**src/rtl/mua_reorder_pkg.sv**
```systemverilog
`default_nettype none
// ============================================================================
// Module   : mua_reorder_pkg
// Purpose  : Shared constants and helpers for the N-channel frame reorderer.
// Revision : 1.0  initial release
// ============================================================================
package mua_reorder_pkg;

  localparam int c_data_w = 32;
  localparam int c_cnt_w  = 16;

  function automatic int idx_w(input int n);
    return (n <= 2) ? 1 : $clog2(n);
  endfunction

endpackage
`default_nettype wire

```
**src/rtl/mua_frame_bank.sv**
```systemverilog
`default_nettype none
// ============================================================================
// Module   : mua_frame_bank
// Purpose  : One frame buffer: register array, sync write, async read, full flag.
// Revision : 1.0  initial release
// ============================================================================
module mua_frame_bank
  import mua_reorder_pkg::*;
#(
  parameter int DATA_W = c_data_w,
  parameter int N_CH   = 32,
  parameter int IDX_W  = 5
) (
  input  logic              clk,
  input  logic              rst_n,
  input  logic              i_we,
  input  logic [IDX_W-1:0]  i_waddr,
  input  logic [DATA_W-1:0] i_wdata,
  input  logic              i_set_full,
  input  logic              i_clr_full,
  input  logic [IDX_W-1:0]  i_raddr,
  output logic [DATA_W-1:0] o_rdata,
  output logic              o_full
);

  logic [DATA_W-1:0] r_mem [N_CH];
  logic              r_full;

  always_ff @(posedge clk) begin
    if (i_we) r_mem[i_waddr] <= i_wdata;
  end

  always_ff @(posedge clk) begin
    if (!rst_n)          r_full <= 1'b0;
    else if (i_set_full) r_full <= 1'b1;
    else if (i_clr_full) r_full <= 1'b0;
  end

  assign o_rdata = r_mem[i_raddr];
  assign o_full  = r_full;

endmodule
`default_nettype wire

```
**src/rtl/mua_reorder_nch.sv**
```systemverilog
`default_nettype none
// ============================================================================
// Module   : mua_reorder_nch
// Purpose  : Ping-pong frame reorderer, physical -> logical channel order via map.
//            Optional statistics counters enabled by MUA_REORDER_STATS_EN.
// Revision : 1.0  initial release
// ============================================================================
module mua_reorder_nch
  import mua_reorder_pkg::*;
#(
  parameter int DATA_W = c_data_w,
  parameter int N_CH   = 32
) (
  input  logic                   clk,
  input  logic                   rst_n,
  input  logic                   in_valid,
  output logic                   in_ready,
  input  logic                   in_last,
  input  logic [DATA_W-1:0]      in_data,
  output logic                   out_valid,
  input  logic                   out_ready,
  output logic                   out_last,
  output logic [DATA_W-1:0]      out_data,
  input  logic                   cfg_we,
  input  logic [idx_w(N_CH)-1:0] cfg_addr,
  input  logic [idx_w(N_CH)-1:0] cfg_data,
  output logic                   err_frame,
  output logic [c_cnt_w-1:0]     frame_cnt,
  output logic [c_cnt_w-1:0]     err_cnt
);

  localparam int               IDX_W      = idx_w(N_CH);
  localparam logic [IDX_W-1:0] c_last_idx = IDX_W'(N_CH - 1);

  logic             r_wr_bank;
  logic             r_rd_bank;
  logic [IDX_W-1:0] r_wr_idx;
  logic [IDX_W-1:0] r_rd_idx;
  logic [IDX_W-1:0] r_map [N_CH];
  logic             r_err;

  logic [1:0]        w_full;
  logic [DATA_W-1:0] w_rdata [2];
  logic              w_acc;
  logic              w_at_end;
  logic              w_done;
  logic              w_bad;
  logic              w_pop;
  logic              w_free;

  // Gating with rst_n keeps in_ready low throughout reset and high on release.
  assign in_ready  = rst_n & ~w_full[r_wr_bank];
  assign w_acc     = in_valid & in_ready;
  assign w_at_end  = (r_wr_idx == c_last_idx);
  assign w_done    = w_acc & w_at_end & in_last;
  assign w_bad     = w_acc & (w_at_end ^ in_last);

  assign out_valid = w_full[r_rd_bank];
  assign out_last  = out_valid & (r_rd_idx == c_last_idx);
  assign out_data  = w_rdata[r_rd_bank];
  assign w_pop     = out_valid & out_ready;
  assign w_free    = w_pop & out_last;
  assign err_frame = r_err;

  for (genvar b = 0; b < 2; b++) begin : g_bank
    mua_frame_bank #(
      .DATA_W (DATA_W),
      .N_CH   (N_CH),
      .IDX_W  (IDX_W)
    ) u_bank (
      .clk        (clk),
      .rst_n      (rst_n),
      .i_we       (w_acc & ~w_bad & (r_wr_bank == 1'(b))),
      .i_waddr    (r_map[r_wr_idx]),
      .i_wdata    (in_data),
      .i_set_full (w_done & (r_wr_bank == 1'(b))),
      .i_clr_full (w_free & (r_rd_bank == 1'(b))),
      .i_raddr    (r_rd_idx),
      .o_rdata    (w_rdata[b]),
      .o_full     (w_full[b])
    );
  end

  always_ff @(posedge clk) begin
    if (!rst_n) begin
      r_wr_bank <= 1'b0;
      r_rd_bank <= 1'b0;
      r_wr_idx  <= '0;
      r_rd_idx  <= '0;
      r_err     <= 1'b0;
    end else begin
      r_err <= w_bad;
      // A malformed frame is dropped in place: same bank, index back to zero.
      if (w_done || w_bad) r_wr_idx <= '0;
      else if (w_acc)      r_wr_idx <= r_wr_idx + 1'b1;
      if (w_done) r_wr_bank <= ~r_wr_bank;
      if (w_pop) begin
        r_rd_idx <= out_last ? '0 : r_rd_idx + 1'b1;
        if (out_last) r_rd_bank <= ~r_rd_bank;
      end
    end
  end

  always_ff @(posedge clk) begin
    if (!rst_n) begin
      for (int i = 0; i < N_CH; i++) r_map[i] <= IDX_W'(i);
    end else if (cfg_we) begin
      r_map[cfg_addr] <= cfg_data;
    end
  end

`ifdef MUA_REORDER_STATS_EN
  logic [c_cnt_w-1:0] r_frame_cnt;
  logic [c_cnt_w-1:0] r_err_cnt;

  always_ff @(posedge clk) begin
    if (!rst_n) begin
      r_frame_cnt <= '0;
      r_err_cnt   <= '0;
    end else begin
      if (w_free && (r_frame_cnt != '1)) r_frame_cnt <= r_frame_cnt + 1'b1;
      if (r_err  && (r_err_cnt   != '1)) r_err_cnt   <= r_err_cnt + 1'b1;
    end
  end

  assign frame_cnt = r_frame_cnt;
  assign err_cnt   = r_err_cnt;
`else
  assign frame_cnt = '0;
  assign err_cnt   = '0;
`endif

endmodule
`default_nettype wire

```
**config.mk**
```make
export PLATFORM = sky130hd
export DESIGN_NAME = mua_reorder_nch
export DESIGN_NICKNAME = d
export VERILOG_FILES = /design/src/rtl/mua_reorder_pkg.sv /design/src/rtl/mua_frame_bank.sv /design/src/rtl/mua_reorder_nch.sv
export SDC_FILE = /design/constraint.sdc
export NUM_CORES = 2
export LEC_CHECK = 0
export BUFFER_PORTS_ARGS = -buffer_cell sky130_fd_sc_hd__buf_4
export CAP_MARGIN = 25
export CORE_MARGIN = 3
export CORE_UTILIZATION = 35
export DETAILED_ROUTE_END_ITERATION = 6
export SLEW_MARGIN = 20
export SYNTH_ARGS = -nofsm -noshare
export SYNTH_HDL_FRONTEND = slang
export SYNTH_SLANG_ARGS = --single-unit
export TNS_END_PERCENT = 10
```
**constraint.sdc**
```tcl
create_clock -name clk -period 7.4 [get_ports clk]
set_input_delay 0.37 -clock clk [delete_from_list [all_inputs] [get_ports clk]]
set_output_delay 0.37 -clock clk [all_outputs]
set_load 0.1 [all_outputs]
```
# After elaboration in Yosys (flattened, before gate mapping)
# Memory sizes are Yosys's and may differ from the RTL's. A register that Yosys moved wholly into a read port is not among the register bits.
# Index checks and enable logic that the tools add are counted.
[op_classes]
add_sub_neg = 2
magnitude_cmp = 3
eq_ne = 2
n_mux = 29
bitwise_logic = 22
reduce_logical = 6
[ops]
columns = ["op", "count"]
rows = [
  ["two-way mux 32 bit", 3],
  ["two-way mux 5 bit", 9],
  ["two-way mux 1 bit", 17],
  ["bitwise AND 1 bit", 15],
  ["adder 5 x 1 -> 5 bit (second input constant)", 2],
  ["== test 5 bit (second input constant)", 2],
  ["inverter 1 bit", 5],
  ["OR reduction 5 bit", 1],
  ["less-than comparator 1 x 2 -> 1 bit (second input constant)", 2],
  ["nonzero test 2 bit", 2],
  [">= comparator 2 bit (second input constant)", 1],
  ["inverter 1 -> 2 bit", 1],
  ["AND reduction 2 bit", 1],
  ["OR reduction 2 bit", 1],
  ["logical OR 1 bit", 1],
  ["XOR 1 bit", 1],
]
[totals]
ff_bits = 15
ramBits = 2208
input_bits = 48
output_inout_bits = 68
memories = 3
[mem_list]
columns = ["memory", "depth", "word_bits", "read_ports", "rd_ports_with_merged_regs", "write_ports", "line_no", "text"]
rows = [
  ["g_bank[0].u_bank.r_mem", 32, 32, 1, 1, 1, "mua_frame_bank.sv:26", "logic [DATA_W-1:0] r_mem [N_CH];"],
  ["g_bank[1].u_bank.r_mem", 32, 32, 1, 1, 1, "mua_frame_bank.sv:26", ""],
  ["r_map", 32, 5, 1, 1, 32, "mua_reorder_nch.sv:39", "logic [IDX_W-1:0] r_map [N_CH];"],
]

# Depth between registers and ports, before layout
[depth]
word_depth = 11
mapped_depth = 10
depth_no_buf = 8

# Hierarchy
# Synthesis repeated with hierarchy kept, for this count alone.
[unflattened]
hier_cells = 5131
hier_area_um2 = 88726.3
[modules_own_cells]
columns = ["module", "n_inst", "cells_each", "area_each_um2", "seq_area_each_um2"]
rows = [
  ["mua_frame_bank", 2, 2231, 39884.5, 30769.5],
  ["mua_reorder_nch", 1, 669, 8957.3, 5165.0],
]

# Worst setup path after synthesis
# OpenSTA, ideal clock, no wires.
[synth_path]
kind = "register to register"
from = "register with a tool-made name"
to = "memory g_bank[0].u_bank.r_mem[2][0] (netlist bit) (enable)"
setup_ps = 501
t_arrival_ps = 5171
required_time_ps = 6899
setup_slack_ps = 1728
stages_incl_launch_ff = 7
path_buffers = 1
synth_period_minus_slack_ps = 5672
path_cell_list = "dfxtp_1 buf_4 mux4_2 mux4_2 mux2i_4 nand3_4 nor4_1"
[synth_rtl]
columns = ["element", "line_no"]
rows = [
  ["end: declaration", "mua_frame_bank.sv:26"],
]

==> results.ini <==
[outcome]
status = completed

[timing]
worst_slack_ns = 2.192
worstMarginPinSlew_ns = 0.9905
min_period_ns = 5.208
rsz0062_at_grt = false
slew_viol_final = 0
hold_ws_ns = 0.07316
tns_ns = 0
hold_violations = 0
clock_skew_ns = 0.08968
fmax_mhz = 192.0
max-slew-margin-rel_pct = 33.96
finalSetupViolations = 0
finalCritPeriodShare_pct = 70.37

[placed_design]
dp_hpwl_um = 117700
port_buffers = 83
dpl_worst_slack_ns = 2.560
gp_congestion = 0.8139

[min_path]
hold_class = primary input to flip-flop

[clocking]
cts_tree = done
cts_root_buf = clkbuf_16
clock_latency_ns = 0.86
cts_max_level = 4
clk_pin_slew_ns = 0.06
holdBufCountCts = 7
post_cts_resized = 0
cts_buffers = 213
clk_path_buf_depth = 3
post_cts_buffers = 0
cts.sinks = 2233

[critical_path]
path_class = flip-flop to output pin
crit_arrival_ns = 4.84
crit_slowest_cell = dfxtp_4
required_ns = 7.03
cp_cell_sequence = buf_12, buf_12, mux4_2, mux2i_1, a22oi_1, a22oi_1, a21oi_1, buf_4
cp-start-kind = flip-flop
path_max_fanout = 91
max_stage_delay_ns = 0.85
critPathCaptureType = output pin

[synth]
avgSynthCellArea_sq_um = 22.46
synth_area_leaders = edfxtp_1 76%, mux4_2 16%, a22oi_1 1.1%
synthTopCellsByCount = 2,208 x edfxtp_1, 614 x mux4_2, 170 x clkbuf_1
synth_edf_count = 2208
synth_top_area_cell = edfxtp_1
netlist_area_sq_um = 86900
synth-seq-cells = 2233
yosysMostFrequentCell = edfxtp_1
async_flop_share_pct = 0
yosysWarnings = 0
ys.flop_type = edfxtp_1
yosysUniqueCellTypes = 44
synth_cells = 3869
synth_top_area_share_pct = 76.30
synth-seq-area-share_pct = 76.88

[layout]
area_growth_pct = 13.67
final_core_util_pct = 40.09
layout-drive-gt1-share_pct = 28.31
final_nets = 4100

[grt]
antenna_found_initial = 9
grt-ovfl-total = 0
grt_pass1_vias = 41291
grt_max_degree = 117
gr-usage-all-layers_pct = 16.51
grt_pass1_wl_um = 305300

[die]
die_h_um = 504.3
core_sq_um = 246400
num_rows = 182
die_w_um = 504.3
start_util_pct = 35.27
pin_count = 116
dieArea_sq_um = 254300

[route]
drt-pass1-iter-count = 7
first_iter_violations = 4809
drc_errors = 0
wl_per_cell_um = 28.17
drt-total-wl_um = 212400
via_per_inst = 5.405
num_vias = 40747
drtAntennaViolNets = 0

[pwr]
pwr-share-comb_pct = 2.1
p_total_uw = 24810
p_leak_uw = 0.02904
power.internal_uw = 19680
seqPwrFrac_pct = 56.4
switching_power_uw = 5123
peakVddDrop_v = 0.0002584
power_density_nw_per_um2 = 251.1
pwr-share-clk_pct = 41.6
p_sw_share_pct = 20.65

[flow_run]
max-cap-violations = 0

cell families (layout without fill, tap and decap cells):
logic type	count (synthesis)	after routing	share of synthesized area [%]
adder cells (fa/ha/maj)	4	4	0.05760
flip-flops	2233	2233	76.88
buffers and inverters	286	607	1.461
XOR/XNOR	3	3	0.03024
other	1	38	0.004316
multiplexers	705	705	17.01
AND/OR/NAND/NOR	356	356	2.530
AO/OA/AOI/OAI	281	281	2.024
per-stage QoR:
| step | cells | instance area [sq um] |
|---|---|---|
| floorplan | 3900 | 87010 |
| global placement | 7137 | 92090 |
| detailed placement | 7137 | 92090 |
| CTS | 7532 | 98740 |
| global route | 7534 | 98760 |
| finish | 7539 | 98770 |
power by group through the flow:
stage | logic, uW | clock network [uW] | registers [uW]
5_1_grt | 549 | 11000 | 14000
3_5_place_dp | 518 | 0 | 14300
3_3_place_gp | 500 | 0 | 14300
4_1_cts | 521 | 10500 | 14000
6_report | 515 | 10300 | 14000
2_1_floorplan | 215 | 0 | 14200
critical path, delay by kind of cell, from the launching register on:
family	cells	cell delay [ns]
buf+inv	3	1.31
compound gates	3	1.13
flops	1	0.85
mux	2	0.44
worst paths after layout:
check / slack [ns] / endpoint / cells past startpoint / from
max: 2.19 / out_data[9] / 8 / flip-flop
min: 0.07 / g_bank[1].u_bank.r_mem[1][17] / 1 / in_data[17]
max reg2reg: 2.65 / g_bank[0].u_bank.r_mem[12][7] / 7 / flip-flop
min reg2reg: 0.51 / r_wr_idx[4] / 2 / r_wr_idx[4]
registers in the layout, indices dropped and copies added, names as in the netlist, named ones only:
name	cells
r_rd_idx	5
r_map	160
g_bank.u_bank.o_full	2
g_bank.u_bank.r_mem	2048
r_wr_idx	5
r_wr_bank	1
err_frame	1
r_rd_bank	1
final cells by class:
class | count | area (sq um)
Antenna cell | 6 | 15.01
Clock buffer | 273 | 5575
Clock inverter | 115 | 1002
Fill cell | 21573 | 147600
Inverter | 2 | 7.507
Multi-Input combinational cell | 1381 | 19410
Sequential cell | 2233 | 66820
Tap cell | 3312 | 4144
Timing Repair Buffer | 217 | 1792
placed cells by master, fill, tap and decap left out, drive strengths merged, types with 5 or more instances in the layout:
| cell | n |
|---|---|
| a21boi | 6 |
| mux4 | 614 |
| clkinvlp | 5 |
| a22oi | 122 |
| diode | 6 |
| o21ai | 41 |
| nor4 | 64 |
| a2111oi | 5 |
| or3 | 67 |
| buf | 210 |
| nand2 | 25 |
| and2 | 82 |
| clkbuf | 273 |
| mux2i | 85 |
| conb | 32 |
| inv | 10 |
| dfxtp | 25 |
| nand3 | 28 |
| nor3 | 8 |
| a21oi | 101 |
| dlygate4sd3 | 7 |
| and3 | 12 |
| nor2b | 7 |
| nor2 | 41 |
| bufinv | 9 |
| clkinv | 93 |
| mux2 | 6 |
| edfxtp | 2208 |
routing by layer:
metal	vias to the layer above	GRT usage [%]	routed length, um	part of all wire, %
met1	22279	23.65	89330	42
met3	254	3.002	15550	7.3
met4	8	4.437	5541	2.6
met5	-	0	46	0.022
met2	1401	26.07	101900	48
li1	16805	-	-	-
(Power assumes the default switching activity.)
